==> src/rtl/fetch_queue.sv <==
// fetch_queue: DEPTH-entry {pc, inst} FIFO between fetch and decode with mispredict flush and recovery stall.
// Optional macro FETCH_QUEUE_BYPASS_EN adds a 0-cycle combinational path through an empty queue.
module fetch_queue #(
  parameter int DEPTH = 4,
  parameter int CW    = $clog2(DEPTH + 1)
) (
  input  logic          clk,
  input  logic          rst,
  input  logic          in_valid,
  output logic          in_ready,
  input  logic [31:0]   in_pc,
  input  logic [31:0]   in_inst,
  output logic          out_valid,
  input  logic          out_ready,
  output logic [31:0]   out_pc,
  output logic [31:0]   out_inst,
  input  logic          flush,
  input  logic          stall,
  output logic [CW-1:0] count
);
  localparam int PW = $clog2(DEPTH);
  localparam logic [CW-1:0] FULL_CNT = CW'(DEPTH);
  localparam logic [CW-1:0] ZERO_CNT = CW'(0);
  localparam logic [CW-1:0] ONE_CNT  = CW'(1);
  localparam logic [PW-1:0] PTR_ONE  = PW'(1);

  logic [31:0]   pc_q   [DEPTH];
  logic [31:0]   pc_d   [DEPTH];
  logic [31:0]   inst_q [DEPTH];
  logic [31:0]   inst_d [DEPTH];
  logic [PW-1:0] head_q, head_d;
  logic [PW-1:0] tail_q, tail_d;
  logic [CW-1:0] count_q, count_d;

  logic empty_s, full_s, bypass_s, push_s, wr_en_s, pop_s;

  // Handshake, head presentation and bypass selection
  always_comb begin
    empty_s = (count_q == ZERO_CNT);
    full_s  = (count_q == FULL_CNT);
`ifdef FETCH_QUEUE_BYPASS_EN
    bypass_s = empty_s && in_valid && out_ready && !flush && !stall;
`else
    bypass_s = 1'b0;
`endif
    // A full queue refuses input even when it pops this cycle
    in_ready  = !full_s && !flush;
    out_valid = (!empty_s && !flush && !stall) || bypass_s;
    if (bypass_s) begin
      out_pc   = in_pc;
      out_inst = in_inst;
    end else begin
      out_pc   = pc_q[head_q];
      out_inst = inst_q[head_q];
    end
    push_s  = in_valid && in_ready;
    wr_en_s = push_s && !bypass_s;
    pop_s   = out_valid && out_ready && !empty_s;
    count   = count_q;
  end

  // Next-state: flush empties pointers/count but leaves stored data alone
  always_comb begin
    pc_d    = pc_q;
    inst_d  = inst_q;
    head_d  = head_q;
    tail_d  = tail_q;
    count_d = count_q;
    if (flush) begin
      head_d  = {PW{1'b0}};
      tail_d  = {PW{1'b0}};
      count_d = ZERO_CNT;
    end else begin
      if (wr_en_s) begin
        pc_d[tail_q]   = in_pc;
        inst_d[tail_q] = in_inst;
        tail_d         = tail_q + PTR_ONE;
      end else begin
        tail_d = tail_q;
      end
      if (pop_s) begin
        head_d = head_q + PTR_ONE;
      end else begin
        head_d = head_q;
      end
      case ({wr_en_s, pop_s})
        2'b10:   count_d = count_q + ONE_CNT;
        2'b01:   count_d = count_q - ONE_CNT;
        default: count_d = count_q;
      endcase
    end
  end

  // State registers with asynchronous clear of pointers, count and storage
  always_ff @(posedge clk or posedge rst) begin
    if (rst) begin
      for (int i = 0; i < DEPTH; i++) begin
        pc_q[i]   <= 32'h0000_0000;
        inst_q[i] <= 32'h0000_0000;
      end
      head_q  <= {PW{1'b0}};
      tail_q  <= {PW{1'b0}};
      count_q <= ZERO_CNT;
    end else begin
      pc_q    <= pc_d;
      inst_q  <= inst_d;
      head_q  <= head_d;
      tail_q  <= tail_d;
      count_q <= count_d;
    end
  end
endmodule

==> config.mk <==
export PLATFORM = sky130hd
export DESIGN_NAME = fetch_queue
export DESIGN_NICKNAME = d
export VERILOG_FILES = /design/src/rtl/fetch_queue.sv
export SDC_FILE = /design/constraint.sdc
export NUM_CORES = 1
export LEC_CHECK = 0
export CAP_MARGIN = 20
export CORE_MARGIN = 1
export CORE_UTILIZATION = 40
export DETAILED_ROUTE_END_ITERATION = 16
export GPL_ROUTABILITY_DRIVEN = 0
export PLACE_DENSITY_LB_ADDON = 0.25
export SYNTH_ARGS = -nofsm -noshare
export SYNTH_HDL_FRONTEND = slang
export SYNTH_SLANG_ARGS = --single-unit
export TNS_END_PERCENT = 1
==> constraint.sdc <==
create_clock -name clk -period 11.94 [get_ports clk]
set_clock_uncertainty 0.2 [all_clocks]
set_input_delay 2.388 -clock clk [delete_from_list [all_inputs] [get_ports clk]]
set_output_delay 2.388 -clock clk [all_outputs]
set_load 0.02 [all_outputs]
Word level (Yosys, flattened, before mapping) --
Cells that the tools add are included.
Cells by class: $add $sub $neg 4, $lt $le $gt $ge 3, equal/unequal tests 3, muxes and demuxes 16, bitwise gates (word level) 3, reductions and logical operators 16
Operator list (number):
- 128-bit bitwise mux | 2
- 32-bit 2-to-1 mux | 5
- 32-bit binary-select mux with 2-bit select | 2
- 32-bit demux with 2-bit select | 1
- 2-bit 2-to-1 mux | 4
- 1-bit logical AND | 7
- 3-bit >= comparator (second input constant) | 2
- 2-bit NOT with 3-bit output | 2
- 3-bit case mux with 2 select lines | 1
- 2-bit by 1-bit adder with 2-bit output (second input constant) | 2
- 1-bit logical NOT | 4
- 2-bit nonzero test | 2
- 3-bit by 1-bit adder with 3-bit output (second input constant) | 1
- 3-bit == test (second input constant) | 1
- 3-bit logical NOT | 1
- 3-bit by 1-bit less-than comparator with 1-bit output (second input constant) | 1
- 3-bit 2-to-1 mux | 1
- 3-bit nonzero test | 1
- 3-bit by 1-bit subtractor with 3-bit output (second input constant) | 1
- 2-bit by 1-bit == test with 1-bit output (second input constant) | 1
- 2-bit == test (second input constant) | 1
- 2-bit AND reduction | 1
- 1-bit NOT | 1
Storage, ports and cells: register bits after elaboration 263, word-level logic and storage cells 56

Logic depth before layout (Yosys ltp) --
Gate-level depths: netlist of run 1.
depth in word-level cells 9, mapped depth 9, depth with buffers taken out 8

Least setup slack after synthesis of run 1 --
Ideal clock, no wire load.
path type in2out, start point input port flush, end point output port out_valid, arrival time 2968 ps, required time 9352 ps, slack 6384 ps, cell stages on the path 3, cells stage by stage clkbuf_1 -> nor2_1 -> and2_1
Between the ends: longest elaborated chain between the ends 3
RTL lines:
- start, declared | line 17 | input logic flush,
- 1-bit logical NOT | line 48 | out_valid = (!empty_s && !flush && !stall) || bypass_s;
- 1-bit logical AND (2 in a row) | line 48
- end, declared | line 13 | output logic out_valid,
No other way between the ends.

Final worst setup path of run 1 --
Ends and elaborated chain as after synthesis.

==> out/results.ini, run 1 <==
[setup_path]
reg2reg_from=count[2]
endpoint_kind=output pin
cp-startpoint=flush
criticalPathCategory=in -> out
crit_path_start_kind=input pin
crit_arrival_ns=3.97
r2r_setup_slack_ns=9.05
crit_required_ns=9.35
crit_path_max_fanout=11

[global_route]
grt_pass1_wl_mm=43.5
grt_max_degree=126
grt-ovfl-total=0
antenna_found_initial=0
groute.usage.overall_pct=16.7
grt_pass1_vias=7405

[die]
die-area_um2=32500
pin_count=139
num_rows=64
die_w_um=180
die_y_um=180
coreArea_um2=30900
start_util_pct=41.1

[clocking]
post_cts_resized=0
clock_latency_ns=0.53
cts.path.max_buffers=3
cts_max_level=1
clock-root-buffer=clkbuf_16
tritoncts=built
cts_buffers=30
postCtsSetupBuffers=0
cts_sinks=263
hold_buffers=0
clkTransAtPathRegs_ns=0.06

[synth]
synth_nets=744
syn_inst=669
synth_top_cell_by_area=dfrtp_1
syn_area_um2=12700
yosys_warnings=0
ys_seq_elements=263
synth.area.top_cells=dfrtp_1 (52%), mux2_4 (28%), mux4_2 (11%)
postSynthAreaPerCell_um2=19.0
yosysTopAreaCellShare_pct=51.8
synthDistinctLibCells=33
seq_area_frac_synth_pct=51.8

[place]
dp_cells=1167
io_buffers=138
dpl.hpwl_mm=15.4

[detailed_routing]
antenna_left=0
wl_per_cell_um=21.7
routed_wl_mm=26.5
via_per_inst=5.21
drt-initial-drc-count=293
vias=6366
drc=0
drtPass1Iterations=4

[final_layout]
instances_no_fill=1223
drive_gt1_share_pct=46.9
layout.nets=879
area.growth.synth_to_final_pct=19.6
antenna_cells=0

[power]
leakagePower_nw=7.02
ir_drop_uv=143
total_power_mw=3.91
power_density_nw_per_um2=257

[timing]
fin_tns_setup_ns=0
max_freq_mhz=153
rsz0062_at_grt=false
relSlewSlack_pct=26.9
finalSetupViolCount=0
hold_viol=0
worstMarginPinSlew_ns=1.10
slew_violations=0
fin_crit_ns=6.56
period_share_pct=54.9

[worst_hold_path]
hold_path_class=reg -> reg
hold_start=pc_q[125]

[outcome]
status=finished, final reports clean

[run]
drv_cap=0

==> metal layers <==
layer	share of wire, %	up-vias	track usage, %
met5	0	-	0
met4	1.6	0	2.97
met3	5.4	35	4.22
met2	48	136	27.8
met1	44	3439	22.4
li1	-	2756	-
==> sequential cells by signal, indices dropped and copies added (netlist names) <==
register,count
inst_q,128
pc_q,128
count,3
head_q,2
tail_q,2
==> cells in the final DEF (no fill, tap or decap), drive strengths merged <==
master         synthesis  layout
fa                     1       1
nand4                  1       1
o211ai                 2       2
mux4                  64      64
and2                   2       2
bufinv                 0       3
clkinv                 0       7
mux2                 257     257
nor2                   5       5
o31ai                  1       1
nand3                  1       1
ha                     4       4
clkdlybuf4s50          0     138
or3                    2       2
nor2b                  3       3
nor3                   1       1
nand2b                 1       1
o311ai                 1       1
mux2i                  1       1
and3                   1       1
dfrtp                263     263
a21o                   1       1
clkbuf                 4      44
inv                    3       3
or3b                   1       1
buf                   37       6
xnor2                  1       1
nand2                  8       8
clkinvlp               0       1
xor2                   3       3
==> power by group <==
part           total [mW]  internal, mW  switching (mW)
logic                1.40         0.924           0.480
registers            1.54          1.30           0.245
clock network       0.959         0.597           0.362
total                3.91          2.82            1.09
==> kinds of logic (layout without fill, tap and decap cells) <==
group | count (synthesis) | after routing | share of synthesized area (%)
and+or+nand+nor | 26 | 26 | 1.43
muxes | 322 | 322 | 41.3
adders and majority gates | 5 | 5 | 0.552
AOI/OAI and AO/OA | 5 | 5 | 0.305
DFF | 263 | 263 | 51.8
buffers and inverters | 44 | 202 | 4.24
xor gates and xnor gates | 4 | 4 | 0.335
==> worst paths after layout <==
check,cells past startpoint,end
worst min-delay path,1,pc_q[125]
worst max-delay path,4,out_valid
max in group asynchronous,3,head_q[0]
worst min register to register,1,pc_q[125]
min in group asynchronous,2,inst_q[98]
worst max register to register,4,inst_q[67]
==> critical path, cell delays in order <==
cell,delay (ns)
clkdlybuf4s50_1,0.59
nor2_1,0.24
and2_1,0.15
clkdlybuf4s50_1,0.60
==> through the flow <==
step           cell area [um2]  worst slack [ns]  util [%]  hold slack, ns
3_3_place_gp             14100              5.40      45.6           0.282
2_1_floorplan            12700              2.11         -           0.274
6_report                 15200              5.38      49.2           0.302
5_1_grt                  15200              5.30      49.2           0.316
4_1_cts                  15200              5.37      49.1           0.306
3_5_place_dp             14100              5.38      45.6           0.289
==> area by class of cell <==
class	count	area [um2]
Clock inverter	11	133
Timing Repair Buffer	144	1450
Tap cell	396	495
Fill cell	2526	15700
Clock buffer	44	925
Inverter	3	18.8
Multi-Input combinational cell	362	5590
Sequential cell	263	6590
==> cells in the mapped netlist <==
cell type  number
dfrtp_1       263
mux2_4        241
mux4_2         64
buf_12         19
mux2_2         16
buf_2          10
buf_6           7
nand2_1         5
nor2_1          5
clkbuf_1        4
ha_1            4
inv_1           3
nand2_8         3
nor2b_1         3
o211ai_1        2
or3_1           2
xor2_1          2
a21o_1          1
and2_1          1
and2_4          1
and3_1          1
buf_1           1
fa_1            1
mux2i_1         1
nand2b_1        1
nand3_1         1
nand4_1         1
nor3_1          1
o311ai_0        1
o31ai_1         1
or3b_1          1
xnor2_1         1
xor2_2          1
Note: power is estimated with default switching activity, not from simulation.
==> run 2: changes to the inputs <==
clock period = 6.03 ns   (was 11.94 ns; I/O delays follow)
==> run 2 against run 1 <==
Against the previous run:
- critical path depth decreased by 1
- core utilization decreased by 0.68 points
- combinational power increased by 99%
- critical endpoint is now out_pc[15]
- first-iteration DRC count decreased by 7.5%
- non-clock buffer count increased by 1
- count of clock-buffer cells in the layout unchanged
- setup slack got worse by 3.8 ns
- sequential cell count unchanged
- clock power increased by 67%
- total power increased by 90%
- wire length decreased by 0.48%
==> out/results.ini, run 2 (synthesis gave the netlist of run 1 again) <==
[outcome]
status=finished, final reports clean

[die]
die-area_um2=32500  ; unchanged
pin_count=139  ; unchanged
num_rows=64  ; unchanged
start_util_pct=41.1  ; unchanged
die_w_um=180  ; unchanged
die_y_um=180  ; unchanged
coreArea_um2=30900  ; unchanged

[global_route]
groute.usage.overall_pct=16.7  ; +0.018 points
globalRouteMet2Util_pct=28.2  ; +0.42 points
top_usage_layer=met2
grt_pass1_wl_mm=43.4  ; -0.19%
antenna_found_initial=1  ; +1
grt_pass1_vias=7489  ; +1.1%
grt-ovfl-total=0  ; unchanged
grt_max_degree=135  ; +7.1%
gr-usage-met1_pct=21.8  ; -0.54 points
gr-usage-met3_pct=4.37  ; +0.14 points

[setup_path]
reg2reg_from=count[2]
crit_cells=3  ; -1
cp-endpoint=out_pc[15]
timing.rr.end=pc_q[80]
criticalPathCategory=reg -> out
reg2reg_depth=4  ; unchanged
crit_arrival_ns=3.07  ; -0.90 ns
cp-startpoint=head_q[1]
crit_slowest_cell=dfrtp_4
cp_num_buf_inv=2  ; unchanged
path_delay_family=buffers and inverters
slowest_delay_ns=0.91  ; +0.31 ns
path_cells=buf_4, mux4_2, clkdlybuf4s50_1
r2r_setup_slack_ns=3.33  ; -5.72 ns
crit_required_ns=4.62  ; -4.73 ns
crit_path_start_kind=flop
crit_path_max_fanout=36  ; +25
endpoint_kind=output pin

[clocking]
cts_buffers=29  ; -3.3%
cts.path.max_buffers=3  ; unchanged
hold_buffers=0  ; unchanged
clkTransAtPathRegs_ns=0.06  ; about the same
postCtsSetupBuffers=0  ; unchanged
cts_sinks=263  ; unchanged
tritoncts=built
cts_max_level=1  ; unchanged
post_cts_resized=0  ; unchanged
clock_latency_ns=0.53  ; about the same
clock-root-buffer=clkbuf_16

[timing]
max_freq_mhz=224
slew_violations=0  ; unchanged
hold_slack_ns=0.303  ; +0.000953 ns
fin_crit_ns=4.47
hold_viol=0  ; unchanged
worstMarginPinSlew_ns=0.952  ; -0.144 ns
fin_tns_setup_ns=0  ; unchanged
rsz0062_at_grt=false
period_share_pct=74.2
finalSetupViolCount=0  ; unchanged
relSlewSlack_pct=36.5  ; +9.6 points

[power]
p_int_mw=5.34  ; +89%
sw_frac_of_total_pct=28.2  ; +0.41 points
leakagePower_nw=6.90  ; -1.7%
total_power_mw=7.44  ; +90%
power_switching_mw=2.10  ; +93%
power_frac_comb_pct=37.3  ; +1.4 points
pwr-share-clk_pct=21.5  ; -3.0 points
seqPwrFrac_pct=41.1  ; +1.6 points
ir_drop_uv=247  ; +73%
power_density_nw_per_um2=496  ; +93%

[final_layout]
layout.nets=879  ; unchanged
nFillCells=2559  ; +1.3%
instances_no_fill=1214  ; -0.74%
area.growth.synth_to_final_pct=17.9
antenna_cells=0  ; unchanged
multi_input_area_um2=5590  ; unchanged
final_area_um2=15000  ; -1.4%
drive_gt1_share_pct=45.5  ; -1.4 points
mostFrequentLayoutCells=dfrtp_1 (261), mux2_4 (241), clkdlybuf4s50_1 (138)
regArea_um2=6590  ; unchanged
final_common_cell=dfrtp_1

[place]
dpl.hpwl_mm=15.3  ; -0.76%
dp_cells=1169  ; +0.17%
placed_area_um2=14100  ; +0.26%
io_buffers=138  ; unchanged

[detailed_routing]
vias=6329  ; -0.58%
routed_wl_mm=26.4  ; -0.48%
drc=0  ; unchanged
drt-initial-drc-count=271  ; -7.5%
via_per_inst=5.21  ; +0.16%
wl_per_cell_um=21.7  ; +0.26%
drtPass1Iterations=4  ; unchanged
antenna_left=0  ; unchanged

[run]
drv_cap=0  ; unchanged

[worst_hold_path]
hold_path_class=reg -> reg

-- run 2: layer usage --
metal	vias to the layer above	routed length, um
li1	2741	-
met1	3395	11500
met2	154	12800
met3	37	1580
met4	2	503
met5	-	11
-- run 2: power by group through the flow --
stage / Clock (mW) / Combinational, mW / Sequential, mW
floorplan: 0 / 2.06 / 2.89
global placement: 0 / 2.73 / 2.98
detailed placement: 0 / 2.79 / 3.06
CTS: 1.65 / 2.81 / 3.05
global route: 1.73 / 2.94 / 3.16
finish: 1.60 / 2.78 / 3.06
-- run 2: how the worst min path moves through the flow --
stage	from	end	slack (ns)	cells after the start
floorplan	inst_q[27]	inst_q[27]	0.27	1
global placement	inst_q[29]	inst_q[29]	0.28	1
detailed placement	inst_q[6]	inst_q[6]	0.29	1
CTS	pc_q[35]	pc_q[35]	0.30	1
global route	pc_q[63]	pc_q[63]	0.31	1
finish	pc_q[35]	pc_q[35]	0.30	1
-- run 2: area by class of cell --
cell class / count / area share [%]
clock buffer: 44 / 5.55
clock inverter: 1 / 0.0334
inverter: 3 / 0.100
multi-input combinational: 362 / 37.3
sequential: 263 / 44.0
tap: 396 / 3.31
timing repair buffer: 145 / 9.74
-- run 2: through the flow --
stage	setup WS [ns]	utilization, %
floorplan	1.15	-
global placement	1.85	45.8
detailed placement	1.86	45.8
CTS	1.45	48.5
global route	1.39	48.5
finish	1.56	48.5
==> run 3: changes to the inputs <==
clock period = 4.1 ns   (was 6.03 ns; I/O delays follow)
==> run 3 against run 2 <==
Against the previous run:
- combinational power rose by 47%
- non-clock buffer count increased by 9
- count of clock-buffer cells in the layout decreased by 1
- largest power group unchanged
==> out/results.ini, run 3 (synthesis gave the netlist of run 1 again) <==
[timing]
finalSetupViolCount=0  ; unchanged
fin_crit_ns=3.83
max_freq_mhz=261
hold_viol=0  ; unchanged
rsz0062_at_grt=false
worstMarginPinSlew_ns=0.863  ; -0.0896 ns
relSlewSlack_pct=42.5  ; +6.0 points
period_share_pct=93.5
hold_slack_ns=0.304  ; +0.000310 ns
slew_violations=0  ; unchanged

[die]
die-area_um2=32500  ; unchanged
num_rows=64  ; unchanged
die_y_um=180  ; unchanged
coreArea_um2=30900  ; unchanged
start_util_pct=41.1  ; unchanged
die_w_um=180  ; unchanged
pin_count=139  ; unchanged

[clocking]
clock-root-buffer=clkbuf_16
postCtsSetupBuffers=0  ; unchanged
cts_buffers=29  ; unchanged
clkTransAtPathRegs_ns=0.06  ; about the same
cts_sinks=263  ; unchanged
cts_max_level=1  ; unchanged
tritoncts=built
clock_latency_ns=0.55  ; +0.02 ns
hold_buffers=0  ; unchanged
post_cts_resized=0  ; unchanged
cts.path.max_buffers=3  ; unchanged

[power]
ir_drop_uv=333  ; +35%
pwr-share-clk_pct=24.5  ; +3.0 points
p_int_mw=8.24  ; +54%
seqPwrFrac_pct=39.5  ; -1.6 points
total_power_mw=11.4  ; +53%
power_switching_mw=3.15  ; +50%
leakagePower_nw=7.09  ; +2.7%
power_frac_comb_pct=36.0  ; -1.3 points
power_density_nw_per_um2=741  ; +49%
sw_frac_of_total_pct=27.7  ; -0.55 points

[global_route]
groute.usage.overall_pct=17.0  ; +0.25 points
grt-ovfl-total=0  ; unchanged
grt_pass1_wl_mm=44.1  ; +1.6%
grt_pass1_vias=7541  ; +0.69%
antenna_found_initial=0  ; -1
grt_max_degree=77  ; -43%

[detailed_routing]
drc=0  ; unchanged
vias=6461  ; +2.1%
routed_wl_mm=26.7  ; +1.2%
drtPass1Iterations=4  ; unchanged
via_per_inst=5.24  ; +0.59%
drt-initial-drc-count=344  ; +27%
wl_per_cell_um=21.7  ; -0.30%
antenna_left=0  ; unchanged

[place]
placed_area_um2=14300  ; +0.96%
io_buffers=138  ; unchanged
dpl.hpwl_mm=16.0  ; +4.8%

[final_layout]
mostFrequentLayoutCells=dfrtp_1 (261), mux2_4 (241), clkdlybuf4s50_1 (138)
multi_input_area_um2=5590  ; unchanged
regArea_um2=6590  ; unchanged
nFillCells=2514  ; -1.8%
drive_gt1_share_pct=47.5  ; +2.0 points
antenna_cells=0  ; unchanged
layout.nets=888  ; +1.0%
final_util_pct=49.7  ; +1.2 points
area.growth.synth_to_final_pct=20.9
final_common_cell=dfrtp_1
final_area_um2=15400  ; +2.5%

[worst_hold_path]
hold_path_class=reg -> reg

[setup_path]
crit_arrival_ns=2.81  ; -0.26 ns
crit_path_max_fanout=26  ; -28%
crit_required_ns=3.08  ; -1.54 ns
crit_path_start_kind=flop
criticalPathCategory=reg -> out
endpoint_kind=output pin

[run]
drv_cap=0  ; unchanged

[outcome]
status=finished, final reports clean

[run 3: cell count changes in the layout (fill, tap and decap cells not counted), sizes merged]
cell      change
clkinvlp      +1
clkinv        +4
buf           +9
clkbuf        -1
bufinv        +4
inv           +1
[run 3: power groups by stage]
| stage | clock, mW | sequential, mW | combinational, mW |
|---|---|---|---|
| after floorplan | 0 | 4.25 | 3.04 |
| after global placement | 0 | 4.37 | 4.04 |
| after detailed placement | 0 | 4.51 | 4.12 |
| after CTS | 2.87 | 4.49 | 4.15 |
| after global routing | 2.98 | 4.64 | 4.36 |
| final | 2.79 | 4.49 | 4.10 |
[run 3: per-stage QoR]
step	setup WS, ns	TNS [ns]	instances
2_1_floorplan	-0.390	-102.45	669
3_3_place_gp	0.706	0	1177
3_5_place_dp	0.573	0	1177
4_1_cts	0.187	0	1231
5_1_grt	0.151	0	1232
6_report	0.268	0	1232
[run 3: routing by layer]
layer	part of all wire, %	global-route usage, %	vias to the layer above	wire length [um]
li1	-	-	2771	-
met1	45	22.9	3495	12000
met2	48	28.0	154	12800
met3	5.1	3.92	41	1360
met4	2.1	3.69	0	549
met5	0	0	-	0
[run 3: worst paths after layout]
check	start	slack [ns]	end	cells past startpoint
setup reg to reg	count[0]	1.46	count[2]	7
min in group asynchronous	rst	0.48	inst_q[37]	2
hold reg to reg	pc_q[57]	0.30	pc_q[57]	1
hold / removal	pc_q[57]	0.30	pc_q[57]	1
setup / recovery	head_q[0]	0.27	out_pc[0]	3
max in group asynchronous	rst	2.28	pc_q[52]	4
[run 3: final cells by class]
cell class,count,share of cell area [%]
multi-input cells,362,36.4
repair buffers,154,10.6
clock buffers,43,5.78
flip-flops and latches,263,42.9
clock inverters,11,1.05
inverters,3,0.0978
well taps,396,3.23
[run 3: critical path: stages (launching register included)]
cell and delay (ns):
dfrtp_4 0.83, buf_12 0.27, mux4_2 0.57, clkdlybuf4s50_1 0.57
